`config.mk`:
```
export PLATFORM = sky130hd
export DESIGN_NAME = rr_burst_arbiter
export DESIGN_NICKNAME = d
export VERILOG_FILES = /design/src/rtl/rr_burst_arbiter_pkg.sv /design/src/rtl/rr_burst_arbiter_pick.sv /design/src/rtl/rr_burst_arbiter.sv
export SDC_FILE = /design/constraint.sdc
export NUM_CORES = 1
export LEC_CHECK = 0
export ABC_AREA = 1
export BUFFER_PORTS_ARGS = -buffer_cell sky130_fd_sc_hd__buf_2
export CAP_MARGIN = 15
export CORE_MARGIN = 3
export CORE_UTILIZATION = 30
export DETAILED_ROUTE_END_ITERATION = 8
export PLACE_DENSITY_LB_ADDON = 0.3
export SYNTH_ARGS = -nofsm -noshare
export SYNTH_HDL_FRONTEND = slang
export SYNTH_SLANG_ARGS = --single-unit
```
`constraint.sdc`:
```
create_clock -name clk -period 3.63 [get_ports clk]
set_input_delay 0.9075 -clock clk [delete_from_list [all_inputs] [get_ports clk]]
set_output_delay 0.9075 -clock clk [all_outputs]
set_load 0.01 [all_outputs]
```
`src/rtl/rr_burst_arbiter_pkg.sv`:
```
// rr_burst_arbiter_pkg: width helper and FSM state encoding shared by the arbiter files
package rr_burst_arbiter_pkg;
  typedef enum logic [1:0] {IDLE = 2'd0, GRANT = 2'd1, TURN = 2'd2} state_t;
  function automatic int clog2(input int n);
    int r;
    r = 0;
    while ((1 << r) < n) r++;
    return r;
  endfunction
endpackage

```
`src/rtl/rr_burst_arbiter_pick.sv`:
```
// rr_pick: combinational wrap-around scan returning the first set req bit at or after start
module rr_pick #(
  parameter int N = 5,
  parameter int PTRW = 3
) (
  input  logic [N-1:0]    req,
  input  logic [PTRW-1:0] start,
  output logic [PTRW-1:0] win,
  output logic            found
);
  logic [PTRW:0] idx;
  always_comb begin
    win = '0;
    found = 1'b0;
    idx = '0;
    for (int i = N - 1; i >= 0; i--) begin
      idx = {1'b0, start} + (PTRW + 1)'(i);
      idx = (idx >= (PTRW + 1)'(N)) ? idx - (PTRW + 1)'(N) : idx;
      if (req[idx[PTRW-1:0]]) begin
        win = idx[PTRW-1:0];
        found = 1'b1;
      end
    end
  end
endmodule

```
`src/rtl/rr_burst_arbiter.sv`:
```
// rr_burst_arbiter: round-robin arbiter granting multi-cycle tenures with a turnaround cycle
module rr_burst_arbiter
  import rr_burst_arbiter_pkg::*;
#(
  parameter int REQUESTERS = 5,
  parameter int MAX_HOLD = 16,
  localparam int PTRW = (clog2(REQUESTERS) > 1) ? clog2(REQUESTERS) : 1,
  localparam int CW = clog2(MAX_HOLD + 1)
) (
  input  logic                  clk,
  input  logic                  rst,
  input  logic [REQUESTERS-1:0] req,
  input  logic [REQUESTERS-1:0] done,
  output logic [REQUESTERS-1:0] gnt,
  output logic [PTRW-1:0]       owner,
  output logic                  busy,
  output logic                  timeout
);
  state_t state;
  logic [PTRW-1:0] ptr;
  logic [PTRW-1:0] win;
  logic [CW-1:0] hold_cnt;
  logic found;
  logic rel_done;
  logic rel_drop;
  logic at_max;
  rr_pick #(.N(REQUESTERS), .PTRW(PTRW)) u_pick (
    .req(req),
    .start(ptr),
    .win(win),
    .found(found)
  );
  assign rel_done = done[owner];
  assign rel_drop = !req[owner];
  assign at_max = hold_cnt == CW'(MAX_HOLD);
  always_ff @(posedge clk) begin
    if (rst) begin
      state <= IDLE;
      gnt <= '0;
      owner <= '0;
      busy <= 1'b0;
      timeout <= 1'b0;
      ptr <= '0;
      hold_cnt <= '0;
    end else begin
      timeout <= 1'b0;
      case (state)
        IDLE: if (found) begin
          gnt <= REQUESTERS'(1) << win;
          owner <= win;
          busy <= 1'b1;
          hold_cnt <= CW'(1);
          ptr <= (win == PTRW'(REQUESTERS - 1)) ? '0 : win + PTRW'(1);
          state <= GRANT;
        end
        GRANT: if (rel_done || rel_drop || at_max) begin
          gnt <= '0;
          busy <= 1'b0;
          // a forced end only counts as timeout when the owner did not release on its own
          timeout <= at_max && !rel_done && !rel_drop;
          state <= TURN;
        end else begin
          hold_cnt <= hold_cnt + CW'(1);
        end
        TURN: state <= IDLE;
        default: state <= IDLE;
      endcase
    end
  end
endmodule

```
==> results of run 1 <==
-- cells in the mapped netlist (3+ instances only) --
master / instances
nand2_1: 85
nand3_1: 51
inv_1: 38
nand2_2: 27
nor2_1: 23
dfxtp_1: 20
a21oi_1: 15
ha_1: 11
nand2_4: 7
inv_2: 6
nand3_2: 6
nand4_1: 6
o21ai_0: 6
buf_6: 3
nor2_2: 3
o21ai_1: 3
xor2_1: 3
-- worst max path at each step --
stage	start	to	slack [ns]
6_report	ptr[1]	ptr[2]	0.41
3_3_place_gp	ptr[1]	ptr[2]	0.52
3_5_place_dp	ptr[1]	ptr[2]	0.46
2_1_floorplan	ptr[1]	ptr[2]	0.82
5_1_grt	ptr[1]	ptr[2]	0.06
4_1_cts	ptr[1]	ptr[2]	0.45
-- layer usage --
layer / vias up / share of wire, % / global-route usage (%)
li1: 1129 / - / -
met1: 941 / 50 / 18.8
met2: 59 / 42 / 22.0
met3: 10 / 5.7 / 1.67
met4: 0 / 1.9 / 4.46
met5: - / 0 / 0
-- through the flow --
step,instances,instance area (µm²),power [W]
final,453,2380,0.00262
after global routing,453,2380,0.00296
after CTS,453,2380,0.00263
after detailed placement,449,2310,0.00239
after global placement,449,2310,0.00239
after floorplan,335,2120,0.00204
-- cells by family (layout without fill, tap and decap cells) --
group / Yosys count / after routing / share of synthesized area, %
buf+inv: 52 / 74 / 11.3
fa+ha+maj: 12 / 12 / 7.44
simple gates: 213 / 213 / 50.8
xor+xnor: 3 / 3 / 1.24
compound gates: 35 / 35 / 10.3
flops: 20 / 20 / 18.9
-- registers in the layout, summed over array words and instances (netlist names) --
| signal | flops |
|---|---|
| ptr | 3 |
| state | 2 |
| gnt | 5 |
| hold_cnt | 5 |
| timeout | 1 |
| owner | 3 |
| busy | 1 |
-- cell type report --
type | count | share of cell area, %
clock buffers | 3 | 1.74
clock inverters | 1 | 1.26
inverters | 46 | 7.52
multi-input cells | 263 | 62.2
flip-flops and latches | 20 | 16.8
well taps | 96 | 5.05
repair buffers | 24 | 5.37
-- tightest hold or removal path, stage by stage (launching register included) --
cell     delay (ns)
dfxtp_1        0.31
nand3_1        0.07
nand2_1        0.05
-- power by group through the flow --
stage | sequential, W | clock [W] | combinational [W]
after CTS | 0.000352 | 0.000226 | 0.00205
after global placement | 0.000354 | 0 | 0.00204
after detailed placement | 0.000357 | 0 | 0.00204
after floorplan | 0.000352 | 0 | 0.00168
final | 0.000351 | 0.000224 | 0.00205
after global routing | 0.000364 | 0.000233 | 0.00236
==> metrics.csv, run 1 <==
metric;value;unit
min-delay src;busy;
worst reg2reg path startpoint;ptr[1];
postcts setup bufs;0;
vias in the first global route;2109;
Via density;4.72;
# diodes;0;
Leakage;1.18;nW
Layout Skew;0.00721;ns
Via Count;2139;
Sw Ratio;57.7;%
Post-DP HPWL;4430;µm
CP cell instances;ha_1 > inv_1 > fa_1 > inv_1 > nand2_4 > o21ai_0 > nand3_1 > nand2_2 > nand2_2 > nand2_2 > nor2_1 > nand2_1 > nand2_1 > nand2_1 > nand2_1 > nand2_1 > inv_1 > ha_1 > nor2_1 > nand2_1 > a21oi_1;
Pins Over Slew Limit;0;
CP Max Fanout;10;
syn_area_per_cell;6.33;µm²
top cell type's share of synthesized area;18.9;%
fin nets;382;
Remaining Overflow, GRT;0;
startpoint class of the critical path;flip-flop;
Initial Util;31.0;%
worst-margin pin slew;0.499;ns
chip width;90.1;µm
CTS Buf Count;3;
FF+latch count, synth;20;
DRC violations left;0;
1st-iter DRT viols;98;
YS warnings;0;
Resize count post-CTS;0;
cell family contributing the most delay on the critical path;simple AND/OR/NAND/NOR gates;
Cells after Synth;335;
PD cells;1100;nW/µm²
Slew HR;66.7;%
Place WS;0.464;ns
fin util;34.8;%
EDFF count, synth;0;
combined area of the multi-input logic cells;1480;µm²
Syn Std Cell Area;2120;µm²
Worst Hold Class;reg2reg;
worst r2r path cells;21;
Die H;90.1;µm
worst setup margin;0.406;ns
row cnt;30;
fill count;774;
FF-to-FF End;ptr[2];
fraction of registers with async set/reset;0;%
placer congestion estimate;0.867;
Reg area;400;µm²
Reg power frac;13.4;%
clock-pin slew on the worst setup and hold paths;0.08;ns
clock power share;8.5;%
CP endpoint kind;flip-flop;
Fin Setup TNS;0;ns
hold endpoint;busy;
Int Pwr;0.00111;W
first-pass GRT wire length;9400;µm
highest-delay cell along the critical path;dfxtp_1;
largest net degree at the start of global routing;15;
# clock sinks;20;
Area contributors post-synth;dfxtp_1, nand2_1, nand3_1, nand2_2, inv_1;
initial antenna violation count;0;
commonest non-fill, non-tap cell in the layout;nand2_1;
hold_ws;0.481;ns
Tmin final;3.22;ns
area grow syn2layout;12.2;%
clk_lat worst skew;0.26;ns
Crit Path Category;reg2reg;
R2R setup slack;0.41;ns
Setup Viol. Count Final;0;
Boundary Pins;22;
Worst EP arrival;3.42;ns
share of cells above drive strength 1;24.6;%
post-route ant nets;0;
WL/cell;11.9;µm
Final period util;88.8;%
most frequent cells in the layout;nand2_1, nand3_1, inv_1;
CP bufs+invs;3;
Max Clk Rate;310;MHz
register area share after synthesis;18.9;%
IO buf count;21;
GRT Total Usage;13.6;%
hold path depth;2;
CTS tree;built;
number of H-tree levels;1;
predominant post-synthesis flop cell;dfxtp_1;
Net Switching;0.00151;W
syn nets;359;
die area;8110;µm²
core area;6830;µm²
Synth area leader;dfxtp_1;
Crit path depth;21;
max incr delay on CP;0.56;ns
CTS Hold Bufs;0;
clk root buf;clkbuf_8;
Comb pwr share;78.1;%
synth unique cells;36;
status;completed;
RSZ-0062 raised after global routing;false;
total wire length;5370;µm
Max Cap Violations;0;
worst vdd ir;0.528;mV
Final Hold Vio Count;0;
CTS max path bufs;2;
number of detailed-route iterations in the first pass;6;
CP most frequent cell;nand2_1;
required time of the worst setup path;3.83;ns
(Power assumes the default switching activity.)
==> run 2, diff against run 1 <==
GPL_TIMING_DRIVEN = 0   (was default)
==> metrics.csv, run 2 (synthesis gave the netlist of run 1 again) <==
metric;value;unit;change
Via density;4.64;;-1.8%
Pins Over Slew Limit;0;;unchanged
fin util;35.4;%;+0.57 points
fin nets;385;;+0.79%
chip width;90.1;µm;unchanged
DRC violations left;0;;unchanged
placer congestion estimate;0.888;;+2.4%
max incr delay on CP;0.37;ns;-0.19 ns
# diodes;0;;unchanged
WL/cell;11.6;µm;-1.9%
CP most frequent cell;nand2_1;;
row cnt;30;;unchanged
CTS Buf Count;3;;unchanged
Post-DP HPWL;4370;µm;-1.4%
Slew HR;67.5;%;+0.84 points
post-route ant nets;0;;unchanged
area grow syn2layout;14.0;%;
number of detailed-route iterations in the first pass;4;;-2
postcts setup bufs;0;;unchanged
required time of the worst setup path;3.81;ns;-0.02 ns
worst r2r path cells;23;;+9.5%
share of cells above drive strength 1;25.3;%;+0.63 points
IO buf count;21;;unchanged
Final Hold Vio Count;0;;unchanged
Layout Skew;0.0111;ns;+0.00390 ns
CTS tree;built;;
Initial Util;31.0;%;unchanged
vias in the first global route;2015;;-4.5%
highest-delay cell along the critical path;dfxtp_1;;
cell family contributing the most delay on the critical path;simple AND/OR/NAND/NOR gates;;
first-pass GRT wire length;9250;µm;-1.6%
Fin Setup TNS;0;ns;unchanged
Worst Hold Class;reg2reg;;
Die H;90.1;µm;unchanged
CP cell instances;inv_2 > buf_6 > ha_1 > inv_1 > fa_1 > inv_1 > nand2_4 > o21ai_0 > nand3_1 > nand2_2 > nand2_2 > nand2_2 > nor2_1 > nand2_1 > nand2_1 > nand2_1 > nand2_1 > nand2_1 > inv_1 > ha_1 > nor2_1 > nand2_1 > a21oi_1;;
GRT Total Usage;13.4;%;-0.18 points
number of H-tree levels;1;;unchanged
Reg area;402;µm²;+0.31%
Top Registers;gnt: 5 flops, hold_cnt: 5 flops;;
initial antenna violation count;0;;unchanged
core area;6830;µm²;unchanged
Setup Viol. Count Final;0;;unchanged
worst-margin pin slew;0.487;ns;-0.0119 ns
clk root buf;clkbuf_8;;
# clock sinks;20;;unchanged
Via Count;2114;;-1.2%
fill count;763;;-1.4%
die area;8110;µm²;unchanged
Resize count post-CTS;0;;unchanged
PD cells;1110;nW/µm²;+0.55%
combined area of the multi-input logic cells;1480;µm²;unchanged
Crit path depth;23;;+9.5%
most frequent cells in the layout;nand2_1, nand3_1, inv_1;;
total wire length;5310;µm;-1.2%
RSZ-0062 raised after global routing;false;;
clk_lat worst skew;0.26;ns;about the same
CTS Hold Bufs;0;;unchanged
commonest non-fill, non-tap cell in the layout;nand2_1;;
status;completed;;
overall power;0.00268;W;+2.2%
CP bufs+invs;5;;+2
Max Clk Rate;312;MHz;+0.73%
Remaining Overflow, GRT;0;;unchanged
CP endpoint kind;flip-flop;;
1st-iter DRT viols;127;;+30%
CP Max Fanout;11;;+1
clock-pin slew on the worst setup and hold paths;0.07;ns;about the same
Worst EP arrival;3.39;ns;-0.03 ns
CTS max path bufs;2;;unchanged
Max Cap Violations;0;;unchanged
Crit Path Category;reg2reg;;
Leakage;1.20;nW;+1.5%
Tmin final;3.20;ns;-0.0234 ns
worst vdd ir;0.506;mV;-4.1%
Final period util;88.2;%;-0.64 points
hold path depth;2;;unchanged
Boundary Pins;22;;unchanged
largest net degree at the start of global routing;13;;-2
startpoint class of the critical path;flip-flop;;
-- run 2: changes by cell type in the layout (fill, tap and decap cells not counted) --
| cell | previous run | this run |
|---|---|---|
| dfxtp_1 | 20 | 19 |
| dfxtp_2 | 0 | 1 |
| buf_8 | 0 | 1 |
| buf_6 | 0 | 3 |
| clkbuf_1 | 0 | 1 |
| buf_4 | 3 | 1 |
-- run 2: final timing paths --
kind	startpoint	end	slack [ns]
setup reg to reg	ptr[0]	ptr[2]	0.43
setup / recovery	ptr[0]	ptr[2]	0.43
hold / removal	busy	busy	0.47
hold reg to reg	busy	busy	0.47
-- run 2: worst reg2reg max path, cell delays in order (launching register included) --
cell     delay, ns
dfxtp_1       0.37
inv_2         0.09
buf_6         0.15
ha_1          0.15
inv_1         0.05
fa_1          0.36
inv_1         0.15
nand2_4       0.09
o21ai_0       0.24
nand3_1       0.14
nand2_2       0.10
nand2_2       0.07
nand2_2       0.10
nor2_1        0.06
nand2_1       0.07
nand2_1       0.09
nand2_1       0.08
nand2_1       0.08
nand2_1       0.10
inv_1         0.05
ha_1          0.26
nor2_1        0.11
nand2_1       0.07
a21oi_1       0.12
-- run 2: layer usage --
metal / GRT usage [%] / up-vias / share of wire, %
met5: 0 / - / 0
met4: 3.32 / 0 / 1.1
met3: 1.51 / 7 / 4.7
met2: 21.0 / 45 / 43
met1: 19.6 / 925 / 51
li1: - / 1137 / -
-- run 2: power by group --
part           switching (W)  internal [W]  leakage, nW
Clock              0.0000759      0.000147       0.0357
Combinational        0.00138      0.000728        0.999
Sequential         0.0000606      0.000287        0.164
Total                0.00152       0.00116         1.20
-- run 2: metrics by stage --
step           setup slack (ns)  std cells  area [µm²]  hold slack (ns)
2_1_floorplan             0.823        335        2120            0.465
3_3_place_gp              0.402        452        2340            0.465
3_5_place_dp              0.360        452        2340            0.468
4_1_cts                   0.345        456        2420            0.480
5_1_grt                  0.0617        456        2420            0.500
6_report                  0.429        456        2420            0.474
-- run 2: layout make-up --
type | count | area share, %
timing repair buffer | 21 | 4.35
multi-input combinational | 263 | 61.2
inverter | 46 | 7.40
sequential | 20 | 16.6
clock buffer | 3 | 1.71
clock inverter | 1 | 1.24
tap | 96 | 4.97
buffer | 6 | 2.48
==> run 3, diff against run 2 <==
clock period = 3.9 ns   (was 3.63 ns; I/O delays follow)
==> metrics.csv, run 3 (synthesis gave the netlist of run 1 again) <==
metric;value;unit;change
Crit Path Category;reg2reg;;
CP cell instances;inv_1 > ha_1 > buf_4 > inv_2 > nand2_1 > nand2_1 > nand2_1 > nand2_1 > nand2_1 > nand2_1 > nand2_2 > a21boi_0 > nor2_1 > nand2_1 > nand2_1 > nand2_1 > nand2_1 > nand2_1 > inv_1 > ha_1 > nor2_1 > nand2_1 > a21oi_1;;
CTS Hold Bufs;0;;unchanged
Tmin final;3.29;ns;+0.0903 ns
CP most frequent cell;nand2_1;;
Fin Setup TNS;0;ns;unchanged
placer congestion estimate;0.888;;unchanged
clk_lat worst skew;0.26;ns;about the same
Resize count post-CTS;0;;unchanged
DRC violations left;0;;unchanged
number of H-tree levels;1;;unchanged
GRT Total Usage;13.4;%;unchanged
RSZ-0062 raised after global routing;false;;
CTS max path bufs;2;;unchanged
# clock sinks;20;;unchanged
worst setup margin;0.609;ns;+0.180 ns
post-route ant nets;0;;unchanged
status;completed;;
WL/cell;11.7;µm;+0.49%
max incr delay on CP;0.62;ns;+0.25 ns
CTS Buf Count;3;;unchanged
startpoint class of the critical path;flip-flop;;
Slew HR;67.7;%;+0.13 points
Initial Util;31.0;%;unchanged
Boundary Pins;22;;unchanged
vias in the first global route;2015;;unchanged
commonest non-fill, non-tap cell in the layout;nand2_1;;
die area;8110;µm²;unchanged
number of detailed-route iterations in the first pass;4;;unchanged
Worst EP arrival;3.48;ns;+0.09 ns
chip width;90.1;µm;unchanged
total wire length;5330;µm;+0.49%
Setup Viol. Count Final;0;;unchanged
Via density;4.63;;-0.19%
PD cells;1030;nW/µm²;-6.9%
fill count;761;;-0.26%
first-pass GRT wire length;9250;µm;unchanged
IO buf count;21;;unchanged
Top Registers;gnt: 5 flops, hold_cnt: 5 flops;;
Max Clk Rate;304;MHz;-2.7%
fin util;35.4;%;about the same
most frequent cells in the layout;nand2_1, nand3_1, inv_1;;
Remaining Overflow, GRT;0;;unchanged
Via Count;2110;;-0.19%
worst-margin pin slew;0.485;ns;-0.00191 ns
largest net degree at the start of global routing;13;;unchanged
postcts setup bufs;0;;unchanged
Die H;90.1;µm;unchanged
highest-delay cell along the critical path;dfxtp_1;;
Layout Skew;0.0110;ns;-0.0000830 ns
Place WS;0.630;ns;+0.270 ns
core area;6830;µm²;unchanged
CP Max Fanout;10;;-1
fin nets;385;;unchanged
row cnt;30;;unchanged
area grow syn2layout;14.0;%;about the same
Worst Hold Class;reg2reg;;
Final Hold Vio Count;0;;unchanged
clock-pin slew on the worst setup and hold paths;0.07;ns;about the same
Post-DP HPWL;4370;µm;unchanged
CP endpoint kind;flip-flop;;
1st-iter DRT viols;126;;-0.79%
CTS tree;built;;
clk root buf;clkbuf_8;;
Max Cap Violations;0;;unchanged
share of cells above drive strength 1;25.0;%;-0.28 points
# diodes;0;;unchanged
required time of the worst setup path;4.08;ns;+0.27 ns
Final period util;84.4;%;-3.8 points
worst vdd ir;0.471;mV;-6.9%
Leakage;1.20;nW;about the same
Pins Over Slew Limit;0;;unchanged
initial antenna violation count;0;;unchanged
run 3: cell counts in the layout (fill, tap and decap cells not counted):
No cell type changed its count.
run 3: critical path, delay by kind of cell (launching register included):
| family | cells | cell delay, ns |
|---|---|---|
| AND/OR/NAND/NOR | 15 | 1.16 |
| AO/OA/AOI/OAI | 2 | 0.29 |
| buffers and inverters | 4 | 0.56 |
| flip-flops | 1 | 0.62 |
| adder cells (fa/ha/maj) | 2 | 0.59 |
run 3: cell type report:
cell class	count	area, µm²	share of cell area [%]
Timing Repair Buffer	21	105	4.35
Tap cell	96	120	4.97
Inverter	46	179	7.41
Multi-Input combinational cell	263	1480	61.3
Clock buffer	3	41.3	1.71
Clock inverter	1	30.0	1.24
Sequential cell	20	400	16.6
Buffer	6	60.1	2.49
run 3: final timing paths:
kind,start,end,slack [ns],depth (start not counted)
setup reg to reg,ptr[1],ptr[2],0.61,23
hold / removal,busy,busy,0.47,2
hold reg to reg,busy,busy,0.47,2
setup / recovery,ptr[1],ptr[2],0.61,23
run 3: stage by stage:
stage | hold WS, ns | std cells | total power, W | area [µm²]
floorplan | 0.465 | 335 | 0.00189 | 2120
global route | 0.500 | 456 | 0.00279 | 2420
CTS | 0.480 | 456 | 0.00250 | 2420
detailed placement | 0.468 | 452 | 0.00229 | 2340
global placement | 0.465 | 452 | 0.00226 | 2340
finish | 0.474 | 456 | 0.00250 | 2420
run 3: routing by layer:
layer | routed length [µm] | global-route usage [%] | part of all wire (%) | vias up
met5 | 0 | 0 | 0 | -
met4 | 59 | 3.32 | 1.1 | 0
met3 | 202 | 1.51 | 3.8 | 7
met2 | 2300 | 21.0 | 43 | 42
met1 | 2770 | 19.6 | 52 | 923
li1 | - | - | - | 1138
run 3: power by group:
| group | internal, W | switching (W) |
|---|---|---|
| combinational | 0.000677 | 0.00129 |
| clock | 0.000137 | 0.0000707 |
| sequential | 0.000266 | 0.0000567 |
